File: config.mk
export PLATFORM = sky130hd
export DESIGN_NAME = psum_regfile_flat
export DESIGN_NICKNAME = d
export VERILOG_FILES = /design/src/rtl/psum_pkg.sv /design/src/rtl/psum_regfile_if.sv /design/src/rtl/psum_ram.sv /design/src/rtl/psum_regfile.sv /design/src/flat_wrapper.sv
export SDC_FILE = /design/constraint.sdc
export NUM_CORES = 2
export LEC_CHECK = 0
export CORE_MARGIN = 8
export CORE_UTILIZATION = 50
export CTS_BUF_LIST = sky130_fd_sc_hd__clkbuf_4 sky130_fd_sc_hd__clkbuf_8 sky130_fd_sc_hd__clkbuf_16
export CTS_CLUSTER_DIAMETER = 200
export CTS_CLUSTER_SIZE = 8
export DETAILED_ROUTE_END_ITERATION = 10
export PLACE_DENSITY_LB_ADDON = 0.15
export SLEW_MARGIN = 10
export SYNTH_ARGS = -nofsm -noshare
export SYNTH_HDL_FRONTEND = slang
export SYNTH_SLANG_ARGS = --single-unit
File: constraint.sdc
create_clock -name clk -period 11.2 [get_ports clk]
set_clock_uncertainty 0.1 [all_clocks]
set_input_delay 1.12 -clock clk [delete_from_list [all_inputs] [get_ports clk]]
set_output_delay 1.12 -clock clk [all_outputs]
set_load 0.01 [all_outputs]
File: src/rtl/psum_pkg.sv
// psum_pkg
//   Shared constants and the sequencer state encoding for the partial-sum
//   register file.
//   DEPTH    : number of valid psum entries (addresses 0..DEPTH-1)
//   AW / DW  : address width / signed data width
//   MAX_ADDR : highest valid address, pre-sized to AW bits for comparisons
//   state_t  : IDLE (MAC port live), CLEAR (zeroing pass), DRAIN (host stream)
package psum_pkg;

  localparam int DEPTH = 100;
  localparam int AW    = 7;
  localparam int DW    = 16;

  localparam logic [AW-1:0] MAX_ADDR = AW'(DEPTH - 1);

  typedef enum logic [1:0] {
    IDLE  = 2'd0,
    CLEAR = 2'd1,
    DRAIN = 2'd2
  } state_t;

endpackage

File: src/rtl/psum_regfile_if.sv
// psum_regfile_if
//   Bundles the MAC accumulate port, the control pulses, the drain stream and
//   the sticky error flags of psum_regfile.
//   master : driven by the MAC pipeline / host side (requests, data, ready)
//   slave  : driven by psum_regfile (read data, busy, drain beat, flags)
interface psum_regfile_if;
  import psum_pkg::*;

  // MAC accumulate port
  logic [AW-1:0] mac_req_addr;
  logic          read;
  logic          write;
  logic [DW-1:0] mac_out;
  logic [DW-1:0] reg_read;

  // Sequencer control
  logic          clear_start;
  logic          drain_start;
  logic          busy;

  // Drain stream
  logic          drain_valid;
  logic          drain_ready;
  logic [AW-1:0] drain_addr;
  logic [DW-1:0] drain_data;
  logic          drain_last;

  // Sticky status
  logic          addr_err;
  logic          wr_drop;

  modport master (
    output mac_req_addr, read, write, mac_out,
    output clear_start, drain_start, drain_ready,
    input  reg_read, busy, drain_valid, drain_addr, drain_data, drain_last,
    input  addr_err, wr_drop
  );

  modport slave (
    input  mac_req_addr, read, write, mac_out,
    input  clear_start, drain_start, drain_ready,
    output reg_read, busy, drain_valid, drain_addr, drain_data, drain_last,
    output addr_err, wr_drop
  );

endinterface

File: src/rtl/psum_ram.sv
// psum_ram
//   DEPTH x DW storage with one synchronous write port and two asynchronous
//   read ports.
//   clk                  : write clock
//   i_we/i_waddr/i_wdata : write port (caller guarantees i_waddr < DEPTH)
//   i_raddr_a/o_rdata_a  : asynchronous read port A (MAC side)
//   i_raddr_b/o_rdata_b  : asynchronous read port B (drain side)
//   Out-of-range read addresses return 0.
module psum_ram
  import psum_pkg::*;
(
  input  logic          clk,
  input  logic          i_we,
  input  logic [AW-1:0] i_waddr,
  input  logic [DW-1:0] i_wdata,
  input  logic [AW-1:0] i_raddr_a,
  output logic [DW-1:0] o_rdata_a,
  input  logic [AW-1:0] i_raddr_b,
  output logic [DW-1:0] o_rdata_b
);

  logic [DW-1:0] r_mem [DEPTH];

  // NOTE: the array has no reset; the CLEAR pass that follows every reset
  // defines its contents, and a reset branch would prevent RAM inference.
  always_ff @(posedge clk) begin
    if (i_we) begin
      r_mem[i_waddr] <= i_wdata;
    end
  end

  assign o_rdata_a = (i_raddr_a <= MAX_ADDR) ? r_mem[i_raddr_a] : '0;
  assign o_rdata_b = (i_raddr_b <= MAX_ADDR) ? r_mem[i_raddr_b] : '0;

endmodule

File: src/rtl/psum_regfile.sv
// psum_regfile
//   Partial-sum register file answering the MAC accumulate port (0-cycle
//   read, 1-edge write, no bypass), with a sequencer that zeroes every entry
//   after reset or on clear_start and streams all entries out on drain_start.
//   clk   : sole clock
//   reset : asynchronous, active-high; restarts the CLEAR pass from entry 0
//   bus   : psum_regfile_if.slave (MAC port, start pulses, drain stream,
//           busy, sticky addr_err / wr_drop)
module psum_regfile
  import psum_pkg::*;
(
  input  logic           clk,
  input  logic           reset,
  psum_regfile_if.slave  bus
);

  state_t        r_state;
  state_t        w_state_nxt;
  logic [AW-1:0] r_ptr;
  logic [AW-1:0] w_ptr_nxt;

  logic          w_mac_addr_ok;
  logic          w_ptr_last;
  logic          w_mac_rd_access;

  logic          w_ram_we;
  logic [AW-1:0] w_ram_waddr;
  logic [DW-1:0] w_ram_wdata;
  logic [DW-1:0] w_mac_rdata;
  logic [DW-1:0] w_drain_rdata;

  logic          r_addr_err;
  logic          r_wr_drop;

  assign w_mac_addr_ok   = (bus.mac_req_addr <= MAX_ADDR);
  assign w_ptr_last      = (r_ptr == MAX_ADDR);
  assign w_mac_rd_access = bus.read && w_mac_addr_ok;

  // ---------------------------------------------------------------------------
  // State register
  // ---------------------------------------------------------------------------
  // NOTE: state uses non-blocking assignments so every flop samples the
  // pre-edge values of its neighbours; blocking here would create races.
  always_ff @(posedge clk or posedge reset) begin
    if (reset) begin
      r_state <= CLEAR;
      r_ptr   <= '0;
    end else begin
      r_state <= w_state_nxt;
      r_ptr   <= w_ptr_nxt;
    end
  end

  // ---------------------------------------------------------------------------
  // Next-state logic
  // ---------------------------------------------------------------------------
  // NOTE: every output of this block gets a default first so no path leaves
  // it unassigned, which would infer a latch.
  always_comb begin
    w_state_nxt = r_state;
    w_ptr_nxt   = r_ptr;
    unique case (r_state)
      IDLE: begin
        w_ptr_nxt = '0;
        // A simultaneous drain request is dropped in favour of the clear.
        if (bus.clear_start) begin
          w_state_nxt = CLEAR;
        end else if (bus.drain_start) begin
          w_state_nxt = DRAIN;
        end
      end
      CLEAR: begin
        if (w_ptr_last) begin
          w_state_nxt = IDLE;
          w_ptr_nxt   = '0;
        end else begin
          w_ptr_nxt = r_ptr + 1'b1;
        end
      end
      DRAIN: begin
        if (bus.drain_ready) begin
          if (w_ptr_last) begin
            w_state_nxt = IDLE;
            w_ptr_nxt   = '0;
          end else begin
            w_ptr_nxt = r_ptr + 1'b1;
          end
        end
      end
      default: begin
        w_state_nxt = IDLE;
        w_ptr_nxt   = '0;
      end
    endcase
  end

  // ---------------------------------------------------------------------------
  // Output logic: write-port mux, drain beat, status
  // ---------------------------------------------------------------------------
  always_comb begin
    w_ram_we        = 1'b0;
    w_ram_waddr     = bus.mac_req_addr;
    w_ram_wdata     = bus.mac_out;
    bus.busy        = 1'b1;
    bus.drain_valid = 1'b0;
    bus.drain_addr  = '0;
    bus.drain_data  = '0;
    bus.drain_last  = 1'b0;
    unique case (r_state)
      IDLE: begin
        bus.busy = 1'b0;
        w_ram_we = bus.write && w_mac_addr_ok;
      end
      CLEAR: begin
        // The sequencer owns the write port; MAC writes are dropped.
        w_ram_we    = 1'b1;
        w_ram_waddr = r_ptr;
        w_ram_wdata = '0;
      end
      DRAIN: begin
        bus.drain_valid = 1'b1;
        bus.drain_addr  = r_ptr;
        bus.drain_data  = w_drain_rdata;
        bus.drain_last  = w_ptr_last;
      end
      default: begin
        bus.busy = 1'b1;
      end
    endcase
  end

  // Reads stay live in every state; out-of-range or idle reads return 0.
  assign bus.reg_read = w_mac_rd_access ? w_mac_rdata : '0;

  // ---------------------------------------------------------------------------
  // Sticky error flags, cleared only by reset
  // ---------------------------------------------------------------------------
  always_ff @(posedge clk or posedge reset) begin
    if (reset) begin
      r_addr_err <= 1'b0;
      r_wr_drop  <= 1'b0;
    end else begin
      if ((bus.read || bus.write) && !w_mac_addr_ok) begin
        r_addr_err <= 1'b1;
      end
      if (bus.write && (r_state != IDLE)) begin
        r_wr_drop <= 1'b1;
      end
    end
  end

  assign bus.addr_err = r_addr_err;
  assign bus.wr_drop  = r_wr_drop;

  // ---------------------------------------------------------------------------
  // Storage
  // ---------------------------------------------------------------------------
  psum_ram u_ram (
    .clk       (clk),
    .i_we      (w_ram_we),
    .i_waddr   (w_ram_waddr),
    .i_wdata   (w_ram_wdata),
    .i_raddr_a (bus.mac_req_addr),
    .o_rdata_a (w_mac_rdata),
    .i_raddr_b (r_ptr),
    .o_rdata_b (w_drain_rdata)
  );

endmodule

File: src/flat_wrapper.sv
// flat-port wrapper written by rule: the top's interface ports become plain ports
module psum_regfile_flat import psum_pkg::*;
  (clk, reset, bus_mac_req_addr, bus_read, bus_write, bus_mac_out, bus_clear_start, bus_drain_start, bus_drain_ready, bus_reg_read, bus_busy, bus_drain_valid, bus_drain_addr, bus_drain_data, bus_drain_last, bus_addr_err, bus_wr_drop);
  psum_regfile_if bus_i ();
  input  logic clk;
  input  logic reset;
  input wire logic [$bits(bus_i.mac_req_addr)-1:0] bus_mac_req_addr;
  input wire logic [$bits(bus_i.read)-1:0] bus_read;
  input wire logic [$bits(bus_i.write)-1:0] bus_write;
  input wire logic [$bits(bus_i.mac_out)-1:0] bus_mac_out;
  input wire logic [$bits(bus_i.clear_start)-1:0] bus_clear_start;
  input wire logic [$bits(bus_i.drain_start)-1:0] bus_drain_start;
  input wire logic [$bits(bus_i.drain_ready)-1:0] bus_drain_ready;
  output wire logic [$bits(bus_i.reg_read)-1:0] bus_reg_read;
  output wire logic [$bits(bus_i.busy)-1:0] bus_busy;
  output wire logic [$bits(bus_i.drain_valid)-1:0] bus_drain_valid;
  output wire logic [$bits(bus_i.drain_addr)-1:0] bus_drain_addr;
  output wire logic [$bits(bus_i.drain_data)-1:0] bus_drain_data;
  output wire logic [$bits(bus_i.drain_last)-1:0] bus_drain_last;
  output wire logic [$bits(bus_i.addr_err)-1:0] bus_addr_err;
  output wire logic [$bits(bus_i.wr_drop)-1:0] bus_wr_drop;
  assign bus_i.mac_req_addr = bus_mac_req_addr;
  assign bus_i.read = bus_read;
  assign bus_i.write = bus_write;
  assign bus_i.mac_out = bus_mac_out;
  assign bus_i.clear_start = bus_clear_start;
  assign bus_i.drain_start = bus_drain_start;
  assign bus_i.drain_ready = bus_drain_ready;
  assign bus_reg_read = bus_i.reg_read;
  assign bus_busy = bus_i.busy;
  assign bus_drain_valid = bus_i.drain_valid;
  assign bus_drain_addr = bus_i.drain_addr;
  assign bus_drain_data = bus_i.drain_data;
  assign bus_drain_last = bus_i.drain_last;
  assign bus_addr_err = bus_i.addr_err;
  assign bus_wr_drop = bus_i.wr_drop;
  psum_regfile u_core (.clk(clk), .reset(reset), .bus(bus_i));
endmodule
Yosys cells after proc, flatten, opt, wreduce, memory -nomap -nowiden
Memories as Yosys holds them, arrays and structs flattened.
Index checks and enable logic that the tools add are counted.

cells by class
  shifts and indexed selects = 0
  div/mod/pow operators = 0
  add/subtract/negate cells = 1
  equality and inequality tests = 5
  bitwise logic cells = 0
  $lt $le $gt $ge = 2
  $mul = 0
  mux-type cells = 21
  reductions and logical operators = 9

operators by type and width
  kind                   number
  $mux W16               5
  $mux W7                4
  $le A7 B7 Y1 const B   2
  $pmux W7 S2            1
  $mux W2                4
  $add A7 B1 Y7 const B  1
  $eq A7 B7 Y1 const B   1
  $pmux W2 S3            1
  $mux W1                5
  $logic_and A1 B1 Y1    4
  $ne A3 B3 Y1 const B   1
  $eq A2 B1 Y1 const B   1
  $eq A2 B2 Y1 const B   1
  $logic_not A2 Y1       1
  $ne A2 B2 Y1 const B   1
  $pmux W1 S2            1
  $reduce_and A2 Y1      1
  $reduce_bool A2 Y1     1
  $logic_not A1 Y1       1
  $logic_or A1 B1 Y1     1

word-level totals
  bits of input ports = 30
  flip-flop bits (word level) = 11
  bits in writable memories = 1,600
  output and inout bits = 44
  memory bits (read-only) = 0
  word-level logic and storage cells = 43
  memories kept = 1
  latch bits = 0

memory list
  name                words  width  read ports  clocked after memory_dff  wr ports  RTL line        source
  u_core.u_ram.r_mem  100    16     2           0                         1         psum_ram.sv:22  logic [DW-1:0] r_mem [DEPTH];

Longest topological paths before layout
  depth in word-level cells = 5
  depth in mapped cells = 12
  gate-level depth less buffers = 7

Hierarchy
Synthesis repeated with hierarchy kept, for this count alone.

unflattened totals
  cell total of the unflattened synthesis = 4,102
  area, all modules = 76,011.7 µm²

modules (own cells, without submodules)
  module        cells an instance  times used  seq. area each (µm²)  area each (µm²)
  psum_ram      3,972              1           48,046.1              74,946.9
  psum_regfile  130                1           276.5                 1,064.8

Worst setup path before layout
Ideal clock, no wire load.

  path kind = input to register
  start = input port bus_mac_out[0]
  end = memory u_core.u_ram.r_mem[0][0] (data pin)
  stages = 1
  buffers on the path = 0
  setup time = 0.689 ns
  setup slack = 6.841 ns
  required time = 10.411 ns
  arrival time = 3.570 ns
  cells stage by stage = nor2b_1

on the way
  longest elaborated chain between the ends = 1

RTL lines
  element             RTL line             source
  start: declaration  flat_wrapper.sv:10   input wire logic [$bits(bus_i.mac_out)-1:0] bus_mac_out;
  $mux W16            psum_regfile.sv:109  unique case (r_state)
  end: declaration    psum_ram.sv:22

Every way passes these cells.

Final worst setup path
  start = input port bus_mac_req_addr[3]
  end = output port bus_reg_read[0]

on the way
  longest elaborated chain between the ends = 3
  elaborated cells between the ends (all ways) = 5
  those cells by class = order compare: 1; mux: 2; reduce/logical: 1; memory: 1

RTL lines
  element                                                  RTL line                            source
  start: declaration                                       flat_wrapper.sv:7                   input wire logic [$bits(bus_i.mac_req_addr)-1:0] bus_mac_req_addr;
  $mem_v2 Z100 W16 / $le A7 B7 Y1 (equally long branches)  --
  $mux W16 / $logic_and A1 B1 Y1 (equally long branches)   psum_ram.sv:32, psum_regfile.sv:37
  $mux W16 *                                               psum_regfile.sv:133                 assign bus.reg_read = w_mac_rd_access ? w_mac_rdata : '0;
  end: declaration                                         flat_wrapper.sv:14                  output wire logic [$bits(bus_i.reg_read)-1:0] bus_reg_read;

Mark *: on every way between the ends. The rest lies on a longest branch, timed or not.

==> run metrics <==
Final Max Tran Viols 2; 1st-iter DRT viols 7167; clock buffer depth 3; Clk pwr share 0.357; root buffer cell clkbuf_16; Nets 4139; All-Layer GR Usage 0.319; die width between 400 and 500 microns; Clk Latency, worst-skew pair about 0.85 ns; DR vias approximately 46000; commonest non-fill, non-tap cell in the layout edfxtp_1; antenna violations before repair 12; Seq cells post-synth 1611; WP data required between 9 and 10 ns; CP Cell Sequence buf_4 -> buf_4 -> and2_1 -> buf_4 -> a22oi_1 -> a31oi_1 -> o21ai_0 -> o22ai_1 -> clkdlybuf4s50_1; CTS Buf Count between 200 and 250; Reg clk slew, reported paths 0.05 ns; I/O pin count 74; Seq/Total Area, Yosys 0.637; sequential power share 0.427; CTS hold repair buffers 0; CP Max Fanout 30; share of cells above drive strength 1 0.333; prevailing post-synth register cell edfxtp_1; data arrival time of the critical path between 6 and 7 ns; Yosys warnings 0; Fin. Hold Viols 0; fin crit period 7.62 ns; Syn Nets 3970; first-pass detailed-route iteration total 6; Pwr per Cell Area roughly 200 nW/um^2; Crit Path Class primary input to primary output; TritonCTS clock tree done; CP endpoint kind primary output; Syn Area/Cell a little under 20 sq um; FP Rows between 100 and 150; most used cell, CP buf_4; Sw Ratio 0.289; CP delay by family, top buffers and inverters; outcome finished, violations left; initial core utilization 0.501; CTS Sinks 1611; ys async rst share 0.00683; crit-path max cell delay around 0.9 ns; CTS-repair resized insts 0; measured slew at the worst slew-check pin 1.51 ns; DRC errors left 0; Slew headroom -0.0180; number of global-route vias before repair roughly 45000; mean number of vias per cell 7.38; post-synth cell types roughly 70; CP bufs+invs 4; peak supply drop between 0.2 and 0.25 mV; Leak Pwr roughly 0.026 uW; WL final roughly 260000 microns; Syn Inst Count around 4000; setup violators final 0; fmax between 100 and 150 MHz; first-pass GRT wire length 363000 microns; H-tree Lvls 4; Tcrit/Tclk final 0.680; Hold Path Class flop to flop; RSZ-0062 raised after global routing false; GPL Wtd Cong 0.960; P_sw approximately 4900 uW; CP startpoint kind primary input; crit path max-delay cell type o22ai_1; average wire per standard cell roughly 43 microns; commonest cells after routing, fill and taps aside edfxtp_1, mux4_2, mux2i_1; netlist area before placement roughly 76000 sq um; final design utilization 0.564; Die ar. 164000 sq um; failing checks capacitance limit, slew limit; Syn-to-layout area delta 12.4%; Max Cap Viol 1; Comb power frac 0.216; largest net degree at the start of global routing ~100; Setup Buffers After CTS 0; IO Port Bufs 73; gr ovfl total 0; HPWL Detailed 165000 microns; die height between 400 and 500 microns; Post-synth EDFFs 1600; P_int 12000 uW; Core Box Area 151000 sq um; post-detailed-route count of antenna-violating nets 0; setup TNS 0 ns
## power by group through the flow
stage	Sequential (uW)	Clock, uW	Combinational [uW]
after floorplan	7280	0	2360
after global placement	7300	0	3570
after detailed placement	7310	0	3590
after CTS	7190	6050	3590
after global routing	7200	6260	3760
final	7200	6020	3630
## routing by layer
layer  wire (microns)  part of all wire  global-route usage
met3            34300              0.13               0.102
met1            96700              0.37               0.429
met4            16100             0.061               0.167
met5              257           0.00097             0.00994
met2           117000              0.44               0.468
## registers in the layout, indices dropped and copies added, names as in the netlist
register,flops
u_core.r_ptr,7
u_core.r_state,2
u_core.u_ram.r_mem,1600
u_core.bus.wr_drop,1
u_core.bus.addr_err,1
## cell families after synthesis
group | Yosys count | synth area share
multiplexers | 1002 | 0.259
AND/OR/NAND/NOR | 500 | 0.0302
buffers and inverters | 328 | 0.0269
adder cells (fa/ha/maj) | 4 | 0.000660
flip-flops | 1611 | 0.637
AO/OA/AOI/OAI | 491 | 0.0454
## synth_stat cells, drive strengths merged, types with 7 or more instances
| cell | n | area share |
|---|---|---|
| edfxtp | 1600 | 0.63 |
| mux4 | 769 | 0.23 |
| mux2i | 222 | 0.029 |
| buf | 216 | 0.021 |
| nor2 | 165 | 0.0082 |
| nand2 | 150 | 0.0074 |
| clkbuf | 95 | 0.0047 |
| a21oi | 89 | 0.0059 |
| o21ai | 71 | 0.0047 |
| a22oi | 57 | 0.0056 |
| o22ai | 53 | 0.0044 |
| nor2b | 50 | 0.0041 |
| a211oi | 36 | 0.0036 |
| nand3 | 31 | 0.0020 |
| nor3 | 29 | 0.0019 |
| o221ai | 19 | 0.0022 |
| a221oi | 18 | 0.0022 |
| nand2b | 18 | 0.0015 |
| o32ai | 16 | 0.0018 |
| inv | 15 | 0.00074 |
| o211ai | 13 | 0.0013 |
| a22o | 12 | 0.0014 |
| and2 | 12 | 0.00099 |
| nor4 | 12 | 0.00099 |
| a221o | 11 | 0.0015 |
| a31oi | 11 | 0.00091 |
| mux2 | 11 | 0.0016 |
| a311oi | 10 | 0.0012 |
| dfrtp | 10 | 0.0033 |
| o311a | 9 | 0.0012 |
| o31ai | 9 | 0.00089 |
| nand4 | 7 | 0.00058 |
| o221a | 7 | 0.0010 |
## path summary, 6_finish.rpt
check	startpoint	depth (start not counted)	end	slack, ns
setup / recovery	bus_mac_req_addr[3]	9	bus_reg_read[0]	3.58
hold / removal	u_core.bus.wr_drop	1	u_core.bus.wr_drop	0.36
setup reg to reg	u_core.r_ptr[2]	8	u_core.u_ram.r_mem[12][7]	5.77
hold reg to reg	u_core.bus.wr_drop	1	u_core.bus.wr_drop	0.36
max in group asynchronous	reset	2	u_core.r_ptr[1]	10.13
min in group asynchronous	reset	2	u_core.bus.wr_drop	0.49
## metrics by stage
stage | hold slack, ns | cells | cell area (sq um) | power [uW] | setup slack [ns]
2_1_floorplan | 0.393 | 3936 | 75800 | 9630 | 6.84
3_3_place_gp | 0.347 | 5914 | 79200 | 10900 | 4.05
3_5_place_dp | 0.360 | 5914 | 79200 | 10900 | 4.02
4_1_cts | 0.367 | 6175 | 85200 | 16800 | 3.94
5_1_grt | 0.385 | 6175 | 85200 | 17200 | 3.68
6_report | 0.363 | 6184 | 85200 | 16800 | 3.58
## area by class of cell
type / instances / area (sq um)
clock buffer: 245 / 5680
multi-input combinational: 1997 / 26000
antenna: 9 / 22.5
clock inverter: 16 / 292
sequential: 1611 / 48300
tap: 2030 / 2540
inverter: 17 / 66.3
fill: 11300 / 66000
timing repair buffer: 259 / 2240
(Power assumes the default switching activity.)
